$ cat src/rtl/tetris_pkg.sv
// Shared types and helpers for the 8x8 falling-block game controller.
// The frame type is also consumed by the LED matrix driver.
package tetris_pkg;

    typedef enum logic [2:0] {
        SPAWN = 3'd0,
        FALL  = 3'd1,
        DROP  = 3'd2,
        LOCK  = 3'd3,
        CLEAR = 3'd4,
        OVER  = 3'd5
    } ctrl_state_t;

    localparam int         ROWS     = 8;
    localparam int         COLS     = 8;
    localparam logic [7:0] ROW_FULL = 8'hFF;

    typedef logic [7:0][7:0] frame_t;

    // Two-cell horizontal bar whose lower (rightmost) bit sits at column x.
    function automatic logic [7:0] piece_mask(input logic [2:0] x);
        return 8'b0000_0011 << x;
    endfunction

    // Frame containing only the piece at the given row and column.
    function automatic frame_t piece_frame(input logic [2:0] row, input logic [2:0] x);
        frame_t f;
        f      = '0;
        f[row] = piece_mask(x);
        return f;
    endfunction

endpackage

$ cat src/rtl/board_row_clear.sv
// Combinational row-clear helper: reports whether the given row is full and
// produces the board with that row removed and everything above shifted down.
module board_row_clear
    import tetris_pkg::*;
(
    input  frame_t     board,
    input  logic [2:0] row,
    output frame_t     shifted,
    output logic       full
);

    logic [63:0] keep_s;

    // Rows below the cleared one are kept; rows at/above take the row above them.
    always_comb begin
        keep_s  = (64'd1 << {row, 3'b000}) - 64'd1;
        shifted = (board & keep_s) | ((board >> 8) & ~keep_s);
        full    = (board[row] == ROW_FULL);
    end

endmodule

$ cat src/rtl/tetris_board_ctrl.sv
// Game-state controller for the 8x8 playfield: spawn, move, gravity, hard
// drop, lock, row clear and game over; drives red/green LED frames.
module tetris_board_ctrl
    import tetris_pkg::*;
#(
    parameter int SPAWN_X = 3,
    parameter int SCORE_W = 8
) (
    input  logic               clk,
    input  logic               reset,
    input  logic               tick,
    input  logic               left,
    input  logic               right,
    input  logic               drop,
    output frame_t             red_array,
    output frame_t             green_array,
    output logic               game_over,
    output logic [SCORE_W-1:0] score
);

    localparam logic [2:0]         SPAWN_COL = 3'(SPAWN_X);
    localparam logic [2:0]         TOP_ROW   = 3'd7;
    localparam logic [2:0]         MAX_X     = 3'd6;
    localparam logic [SCORE_W-1:0] SCORE_ONE = {{(SCORE_W-1){1'b0}}, 1'b1};
    localparam logic [SCORE_W-1:0] SCORE_MAX = {SCORE_W{1'b1}};

    ctrl_state_t        state_r;
    logic [2:0]         row_r;
    logic [2:0]         x_r;
    frame_t             board_r;
    logic [SCORE_W-1:0] score_r;

    logic [7:0]         mask_s;
    logic [2:0]         row_below_s;
    logic [2:0]         x_left_s;
    logic [2:0]         x_right_s;
    logic               hit_below_s;
    logic               can_left_s;
    logic               can_right_s;
    logic               spawn_hit_s;
    logic               left_only_s;
    logic               right_only_s;
    logic [SCORE_W-1:0] score_next_s;
    frame_t             cleared_s;
    logic               full_s;

    board_row_clear u_row_clear (
        .board   (board_r),
        .row     (row_r),
        .shifted (cleared_s),
        .full    (full_s)
    );

    // Collision and move-legality decisions for the current piece position.
    always_comb begin
        mask_s       = piece_mask(x_r);
        row_below_s  = row_r - 3'd1;
        x_left_s     = x_r + 3'd1;
        x_right_s    = x_r - 3'd1;
        hit_below_s  = (row_r == 3'd0) || ((board_r[row_below_s] & mask_s) != 8'h00);
        can_left_s   = (x_r < MAX_X) && ((board_r[row_r] & (mask_s << 3'd1)) == 8'h00);
        can_right_s  = (x_r > 3'd0) && ((board_r[row_r] & (mask_s >> 3'd1)) == 8'h00);
        spawn_hit_s  = ((board_r[TOP_ROW] & piece_mask(SPAWN_COL)) != 8'h00);
        left_only_s  = left && !right;
        right_only_s = right && !left;
        score_next_s = (score_r == SCORE_MAX) ? score_r : score_r + SCORE_ONE;
    end

    // Main FSM; green frame is updated together with the piece position so it always matches.
    always_ff @(posedge clk) begin
        if (reset) begin
            state_r     <= SPAWN;
            row_r       <= TOP_ROW;
            x_r         <= SPAWN_COL;
            board_r     <= '0;
            score_r     <= '0;
            green_array <= '0;
            game_over   <= 1'b0;
        end else begin
            case (state_r)
                SPAWN: begin
                    row_r <= TOP_ROW;
                    x_r   <= SPAWN_COL;
                    if (spawn_hit_s) begin
                        state_r     <= OVER;
                        green_array <= '0;
                        game_over   <= 1'b1;
                    end else begin
                        state_r     <= FALL;
                        green_array <= piece_frame(TOP_ROW, SPAWN_COL);
                    end
                end
                FALL: begin
                    if (drop) begin
                        state_r <= DROP;
                    end else if (tick) begin
                        if (hit_below_s) begin
                            state_r     <= LOCK;
                            green_array <= '0;
                        end else begin
                            row_r       <= row_below_s;
                            green_array <= piece_frame(row_below_s, x_r);
                        end
                    end else if (left_only_s && can_left_s) begin
                        x_r         <= x_left_s;
                        green_array <= piece_frame(row_r, x_left_s);
                    end else if (right_only_s && can_right_s) begin
                        x_r         <= x_right_s;
                        green_array <= piece_frame(row_r, x_right_s);
                    end else begin
                        state_r <= FALL;
                    end
                end
                DROP: begin
                    if (hit_below_s) begin
                        state_r     <= LOCK;
                        green_array <= '0;
                    end else begin
                        row_r       <= row_below_s;
                        green_array <= piece_frame(row_below_s, x_r);
                    end
                end
                LOCK: begin
                    board_r[row_r] <= board_r[row_r] | mask_s;
                    green_array    <= '0;
                    state_r        <= CLEAR;
                end
                CLEAR: begin
                    // Only the row just locked can have become full.
                    if (full_s) begin
                        board_r <= cleared_s;
                        score_r <= score_next_s;
                    end else begin
                        board_r <= board_r;
                    end
                    state_r <= SPAWN;
                end
                OVER: begin
                    green_array <= '0;
                    game_over   <= 1'b1;
                end
                default: begin
                    state_r     <= SPAWN;
                    green_array <= '0;
                    game_over   <= 1'b0;
                end
            endcase
        end
    end

    assign red_array = board_r;
    assign score     = score_r;

endmodule

$ cat config.mk
export PLATFORM = sky130hd
export DESIGN_NAME = tetris_board_ctrl
export DESIGN_NICKNAME = d
export VERILOG_FILES = /design/src/rtl/tetris_pkg.sv /design/src/rtl/board_row_clear.sv /design/src/rtl/tetris_board_ctrl.sv
export SDC_FILE = /design/constraint.sdc
export NUM_CORES = 1
export LEC_CHECK = 0
export ABC_AREA = 0
export CAP_MARGIN = 20
export CORE_ASPECT_RATIO = 0.8
export CORE_UTILIZATION = 54
export DETAILED_ROUTE_END_ITERATION = 8
export MAX_ROUTING_LAYER = met4
export PLACE_DENSITY = 0.88
export SETUP_SLACK_MARGIN = 0.3
export SYNTH_ARGS = -nofsm -noshare
export SYNTH_HDL_FRONTEND = slang
export SYNTH_SLANG_ARGS = --single-unit
$ cat constraint.sdc
create_clock -name clk -period 4.6 [get_ports clk]
set_input_delay 0.46 -clock clk [delete_from_list [all_inputs] [get_ports clk]]
set_output_delay 0.46 -clock clk [all_outputs]
set_load 0.05 [all_outputs]
# --- Yosys cells after proc, flatten, opt, wreduce, memory -nomap -nowiden ---
# Cells that the tools add are included.
totals:
  regBits: 146
  latchBits: 0
  ramBits: 0
  mem_bits_ro: 0
  input_bits: 6
  out_inout_bits: 137
  word_cells: 131
  mem_count: 0
classes:
  addsub: 5
  multipliers: 0
  div: 0
  n_lt_le_gt_ge: 6
  eq_ne: 16
  shift: 4
  muxes: 36
  bitwise: 15
  n_reduce_logical: 28
ops:
  columns: ["cell", "count"]
  rows:
  - ["$mux 64", 6]
  - ["$and 64x64->64", 4]
  - ["$pmux 64 s4", 1]
  - ["$pmux 64 s2", 1]
  - ["$and 56x64->64", 1]
  - ["$bwmux 64", 1]
  - ["$not 64->64", 1]
  - ["$or 64x64->64", 1]
  - ["$shl 1x6->64 const A", 1]
  - ["$sub 64x1->64 const B", 1]
  - ["$mux 61", 1]
  - ["$bmux 8 s3", 2]
  - ["$demux 8 s3", 2]
  - ["$mux 3", 13]
  - ["$mux 8", 4]
  - ["$shl 2x3->8 const A", 3]
  - ["$and 8x8->8", 2]
  - ["$eq 8x8->1 const B", 2]
  - ["$logic_not 8->1", 2]
  - ["$reduce_bool 8->1", 2]
  - ["$pmux 3 s5", 1]
  - ["$ne 4x4->1 const B", 3]
  - ["$reduce_and 3->1", 4]
  - ["$ne 2x2->1 const B", 5]
  - ["27 further kinds", 46]

# --- Logic depth before layout (Yosys ltp) ---
depth:
  word_depth: 11
  mapped_depth: 17
  ltp_nobuf: 12

# --- By module ---
# From an unflattened synthesis, not the netlist that was laid out.
unflattened:
  hier_cells: 1043
  area_unflattened_um2: 8928.6
by_module_without_submodules:
  columns: ["mod", "instances", "cells_each", "area_per_inst_um2", "seq_area_each_um2"]
  rows:
  - ["tetris_board_ctrl", 1, 935, 7907.6, 2922.8]
  - ["board_row_clear", 1, 108, 1021.0, 0.0]

# --- Worst setup path after synthesis ---
# OpenSTA, ideal clock, no wires.
synth_path:
  kind: "register to register"
  startpoint: "register row_r[0]"
  endpoint: "register green_array[48] in the netlist's numbering"
  setup_ns: 0.060
  t_arrival_ns: 3.646
  required_ns: 4.540
  slack_ns: 0.893
  stages_incl_launch_ff: 16
  n_path_buf: 6
  period_less_slack_ns: 3.707
  path_cell_list: "dfxtp_1 > buf_6 > buf_2 > inv_1 > buf_1 > ha_1 > buf_4 > buf_2 > mux2_2 > a221oi_1 > o221ai_1 > and3_1 > clkbuf_1 > nor3b_2 > o2bb2ai_1 > a22o_1"
synth_between:
  elab_chain_len: 10
  elab_cells_between_ends: 38
  cone_classes: "add/sub (1); order compare (4); eq/ne (1); mux (14); bitwise (6); reduce/logical (12)"
synth_lines:
  columns: ["item", "line_no", "rtl"]
  rows:
  - ["from (decl)", "tetris_board_ctrl.sv:28", "logic [2:0] row_r;"]
  - ["from (signal assigned)", "tetris_board_ctrl.sv:101", "row_r <= row_below_s;"]
  - ["from (signal assigned)", "tetris_board_ctrl.sv:119", "row_r <= row_below_s;"]
  - ["$sub 3x1->3, or another cell as far along", "tetris_board_ctrl.sv:57", "row_below_s = row_r - 3'd1;"]
  - ["$lt 3x4->1 (implied by the code), or another cell as far along", "tetris_pkg.sv:29", "f[row] = piece_mask(x);"]
  - ["$logic_and 1x1->1 (implied by the code), or another cell as far along", "tetris_pkg.sv:29", null]
  - ["$mux 8 (implied by the code), or another cell as far along", "tetris_pkg.sv:29", null]
  - ["$demux 8 s3, or another cell as far along", "tetris_pkg.sv:29", null]
  - ["$and 64x64->64 (no source line), or another cell as far along", null, null]
  - ["$mux 64, on equally long branches", "tetris_board_ctrl.sv:97, tetris_board_ctrl.sv:115, tetris_board_ctrl.sv:104", null]
  - ["$mux 64", "tetris_board_ctrl.sv:96", "end else if (tick) begin"]
  - ["$mux 64", "tetris_board_ctrl.sv:94", "if (drop) begin"]
  - ["$pmux 64 s4", "tetris_board_ctrl.sv:80", "case (state_r)"]
  - ["to (signal assigned)", "tetris_board_ctrl.sv:102", "green_array <= piece_frame(row_below_s, x_r);"]
  - ["to (signal assigned)", "tetris_board_ctrl.sv:106", "green_array <= piece_frame(row_r, x_left_s);"]
  - ["to (signal assigned)", "tetris_board_ctrl.sv:120", "green_array <= piece_frame(row_below_s, x_r);"]
  - ["to (decl)", "tetris_board_ctrl.sv:16", "output frame_t green_array,"]
# Several ways; a longest one is shown, not always the timed one. The select of a mux whose other input is x is not followed.
# A chain may end at the register's enable or synchronous reset.

# --- Final worst setup path ---
layout_path:
  startpoint: "register row_r[1]"
  endpoint: "register green_array[59] in the netlist's numbering"
# The elaborated chain is that of the path after synthesis.

==> key figures <==
Run status
  – Outcome: finished clean

CTS
  – Clock slew at reported path FFs: 0.06 ns
  – Cts bufs inserted: 17
  – Clock Tree Root: sky130_fd_sc_hd__clkbuf_16
  – Count of clock tree sinks: 146
  – Clock latency of the later-clocked register in the worst-skew pair: 0.44 ns
  – Max H-tree Level: 4
  – Maximum buffer depth of the clock tree: 2
  – TritonCTS clock tree: done
  – Hold-fix buffers, CTS: 0

Worst setup path
  – Critical Path End Type: register
  – Worst Path Required: 4.95 ns
  – Crit path launch type: register
  – Arrival time reported for the critical path endpoint: between 4 and 5 ns
  – Worst reg-to-reg setup slack: 0.63 ns
  – Maximum fanout along the worst path: 16
  – Worst setup path category: reg -> reg

Timing
  – Total Neg Setup Slack: 0 ns
  – RSZ-0062 raised after global routing: false
  – Worst slew margin relative to its limit: 16.94%
  – Post-route fraction of the period consumed by the critical path: between 80% and 90%
  – Clock tree skew after final layout: about 0.0096 ns
  – Final Max Slew Viols: 0
  – Setup violation total in the final timing report: 0
  – Peak clock frequency supported by timing: 251.9 MHz
  – Worst-Margin Slew: 1.246 ns
  – Period minus WS final: 3.970 ns
  – Final Hold Viols: 0

Power
  – Areal power density over the cells: just under 300 mW/mm^2
  – IR drop worst, VDD: 0.3010 mV
  – Pleak: 3.835 nW

Yosys
  – Most repeated cell in the gate-level netlist after synthesis: sky130_fd_sc_hd__dfxtp_1
  – Post-synth design cell area: 0.008571 mm^2
  – Post-synthesis net count: 1065
  – Most used DFF post-synth: sky130_fd_sc_hd__dfxtp_1
  – Mean instance size in the synthesized netlist: 8.194 um^2
  – Count of different cell masters after synthesis: 75
  – Count of flip-flops with a built-in enable after synthesis: 0
  – Part of the Yosys area used for sequential elements: 34.10%
  – Number of synthesized register bits: 146
  – Syn Inst Count: 1046
  – Top area cells in the synthesized netlist: sky130_fd_sc_hd__dfxtp_1 (34%), sky130_fd_sc_hd__a22oi_1 (6.9%), sky130_fd_sc_hd__nand2_1 (6.3%), sky130_fd_sc_hd__nor2_1 (5.7%), sky130_fd_sc_hd__a22o_1 (5.5%)
  – Yosys Warn Count: 0
  – Largest area contributor in the synthesized netlist: sky130_fd_sc_hd__dfxtp_1
  – Area share of the largest cell type after synthesis: 34.10%
  – Most instantiated cells after synthesis: sky130_fd_sc_hd__dfxtp_1 (146), sky130_fd_sc_hd__nand2_1 (143), sky130_fd_sc_hd__nor2_1 (130)
  – Fraction of synthesis flops using an asynchronous set or reset pin: 0%

Global routing
  – Number of global-route vias before repair: approximately 8600
  – First-pass GRT wire length: around 52000 um
  – All-layer global routing usage: approximately 44%
  – Maximum number of pins on one net before global-route repair: 73
  – Gr ovfl total: 0
  – Initial antenna violation count: 0

Route
  – 1st-pass router iterations: 6
  – Antenna violation net count after detailed routing: 0
  – Vias: 9458
  – Routed vias/inst: 6.761
  – DR DRC count: 0
  – Average routed wire per standard cell: 24.36 um
  – Total Wirelength: 34080 um
  – Number of violations reported at the end of detailed-routing iteration 0: 1695

Place
  – Count of port buffers added during placement: 142
  – DP HPWL: ~25000 um
  – Weighted congestion at the end of routability-driven global placement: between 1 and 1.5
  – Number of instances in the placed design: 1366

Die
  – Effective utilization at floorplan: 56.15%
  – Die Outline Area: 0.01638 mm^2
  – Height of the chip: 114.7 um
  – Core Footprint: 0.01526 mm^2
  – Die W: 142.9 um
  – Placement Rows: 40
  – Ports: around 140

Layout
  – Total area of multi-input combinational cells: 0.005281 mm^2
  – Total area of sequential cells: 0.002928 mm^2
  – Share of layout cells above drive strength 1: about a tenth
  – Diodes inserted: 0
  – Post-layout utilization of the core: 70.85%
  – Area Growth Syn to Fin: 26.19%
  – Fillcell total: 1251
  – Number of nets in the final layout: 1195
  – Final standard cell count with taps included and fillers excluded: about 1400

Run
  – Max-capacitance violation count: 0

Min path
  – Hold crit path type: in -> reg
==> path summary, 6_finish.rpt <==
path	cells past startpoint	startpoint	end
max reg2reg	14	row_r[1]	green_array[59]
min	2	reset	state_r[1]
max	14	row_r[1]	green_array[59]
min reg2reg	2	green_array[57]	green_array[57]
==> stage by stage <==
step / hold WS [ns] / total power, W / area, um^2 / setup WS [ns]
after floorplan: 0.5512 / 0.001664 / 8571 / 0.8934
after global placement: 0.4384 / 0.001796 / 10220 / 0.5679
after detailed placement: 0.4444 / 0.001801 / 10220 / 0.5409
after CTS: 0.4116 / 0.003164 / 10800 / 0.5244
after global routing: 0.4333 / 0.003266 / 10820 / 0.3731
final: 0.3985 / 0.003191 / 10820 / 0.6299
==> power by group <==
group	internal [W]	switching, W	total (W)	leakage [nW]
registers	0.00128	0.0000301	0.00131	1.18
logic	0.000136	0.000347	0.000484	2.38
clock network	0.000776	0.000620	0.00140	0.283
==> placed cells by master (no fill, tap or decap), types with 6 or more instances in the layout <==
| master | Yosys | routed |
|---|---|---|
| sky130_fd_sc_hd__nand2_1 | 143 | 143 |
| sky130_fd_sc_hd__ha_1 | 12 | 12 |
| sky130_fd_sc_hd__a22o_1 | 54 | 54 |
| sky130_fd_sc_hd__mux2i_1 | 28 | 27 |
| sky130_fd_sc_hd__o21ai_0 | 67 | 67 |
| sky130_fd_sc_hd__nand2b_1 | 6 | 6 |
| sky130_fd_sc_hd__o221ai_1 | 9 | 9 |
| sky130_fd_sc_hd__mux2_2 | 10 | 10 |
| sky130_fd_sc_hd__nor2b_1 | 12 | 12 |
| sky130_fd_sc_hd__nand3_1 | 25 | 25 |
| sky130_fd_sc_hd__inv_6 | 0 | 6 |
| sky130_fd_sc_hd__o22ai_1 | 27 | 27 |
| sky130_fd_sc_hd__o21bai_1 | 7 | 6 |
| sky130_fd_sc_hd__xnor2_1 | 7 | 7 |
| sky130_fd_sc_hd__clkdlybuf4s50_1 | 0 | 141 |
| sky130_fd_sc_hd__buf_4 | 10 | 39 |
| sky130_fd_sc_hd__a32oi_1 | 7 | 7 |
| sky130_fd_sc_hd__nor2_1 | 130 | 130 |
| sky130_fd_sc_hd__o2bb2ai_1 | 7 | 7 |
| sky130_fd_sc_hd__a21oi_1 | 26 | 25 |
| sky130_fd_sc_hd__inv_1 | 10 | 10 |
| sky130_fd_sc_hd__nor3_1 | 22 | 22 |
| sky130_fd_sc_hd__mux4_2 | 10 | 10 |
| sky130_fd_sc_hd__and2_1 | 8 | 8 |
| sky130_fd_sc_hd__a22oi_1 | 79 | 79 |
| sky130_fd_sc_hd__clkbuf_16 | 0 | 17 |
| sky130_fd_sc_hd__dfxtp_1 | 146 | 144 |
| sky130_fd_sc_hd__o21ai_1 | 24 | 24 |
==> repair_timing <==
action | in CTS | in global routing
setup endpoints to repair | 0 | 22
gates resized for setup | 0 | 3
buffers inserted | 0 | 1
==> cells by family (layout without fill, tap and decap cells) <==
logic type / count (synthesis) / after routing / share of synthesized area [%]
buf+inv: 83 / 226 / 4.496
xor+xnor: 13 / 13 / 1.504
compound gates: 360 / 360 / 30.01
fa+ha+maj: 13 / 13 / 1.985
mux: 51 / 51 / 7.825
flops: 146 / 146 / 34.10
simple gates: 380 / 380 / 20.07
==> final cells by class <==
class	instances	share of cell area (%)
tap	210	2.429
inverter	13	0.4859
clock buffer	18	4.061
timing repair buffer	181	15.80
multi-input combinational	817	48.83
clock inverter	14	1.319
sequential	146	27.07
==> worst max-delay path, cell delays in order (launching register included) <==
cell and delay [ns]:
sky130_fd_sc_hd__dfxtp_2 0.59, sky130_fd_sc_hd__buf_4 0.31, sky130_fd_sc_hd__mux4_2 0.32, sky130_fd_sc_hd__and2_1 0.23, sky130_fd_sc_hd__o21bai_1 0.19, sky130_fd_sc_hd__o2111ai_1 0.25
sky130_fd_sc_hd__a211oi_4 0.37, sky130_fd_sc_hd__fa_1 0.30, sky130_fd_sc_hd__a21oi_1 0.07, sky130_fd_sc_hd__a211oi_2 0.21, sky130_fd_sc_hd__buf_4 0.22, sky130_fd_sc_hd__nor2b_1 0.33
sky130_fd_sc_hd__buf_4 0.21, sky130_fd_sc_hd__a221oi_1 0.08, sky130_fd_sc_hd__o21ai_0 0.19
==> metal layers <==
| metal | share of wire [%] | track usage, % | routed length, um | vias up |
|---|---|---|---|---|
| li1 | - | - | - | 4156 |
| met1 | 41 | 58.90 | 13820 | 4430 |
| met2 | 40 | 57.81 | 13680 | 766 |
| met3 | 16 | 17.15 | 5433 | 106 |
| met4 | 3.4 | 15.27 | 1153 | 0 |
| met5 | 0 | - | 0 | - |
Note: power is estimated with default switching activity, not from simulation.
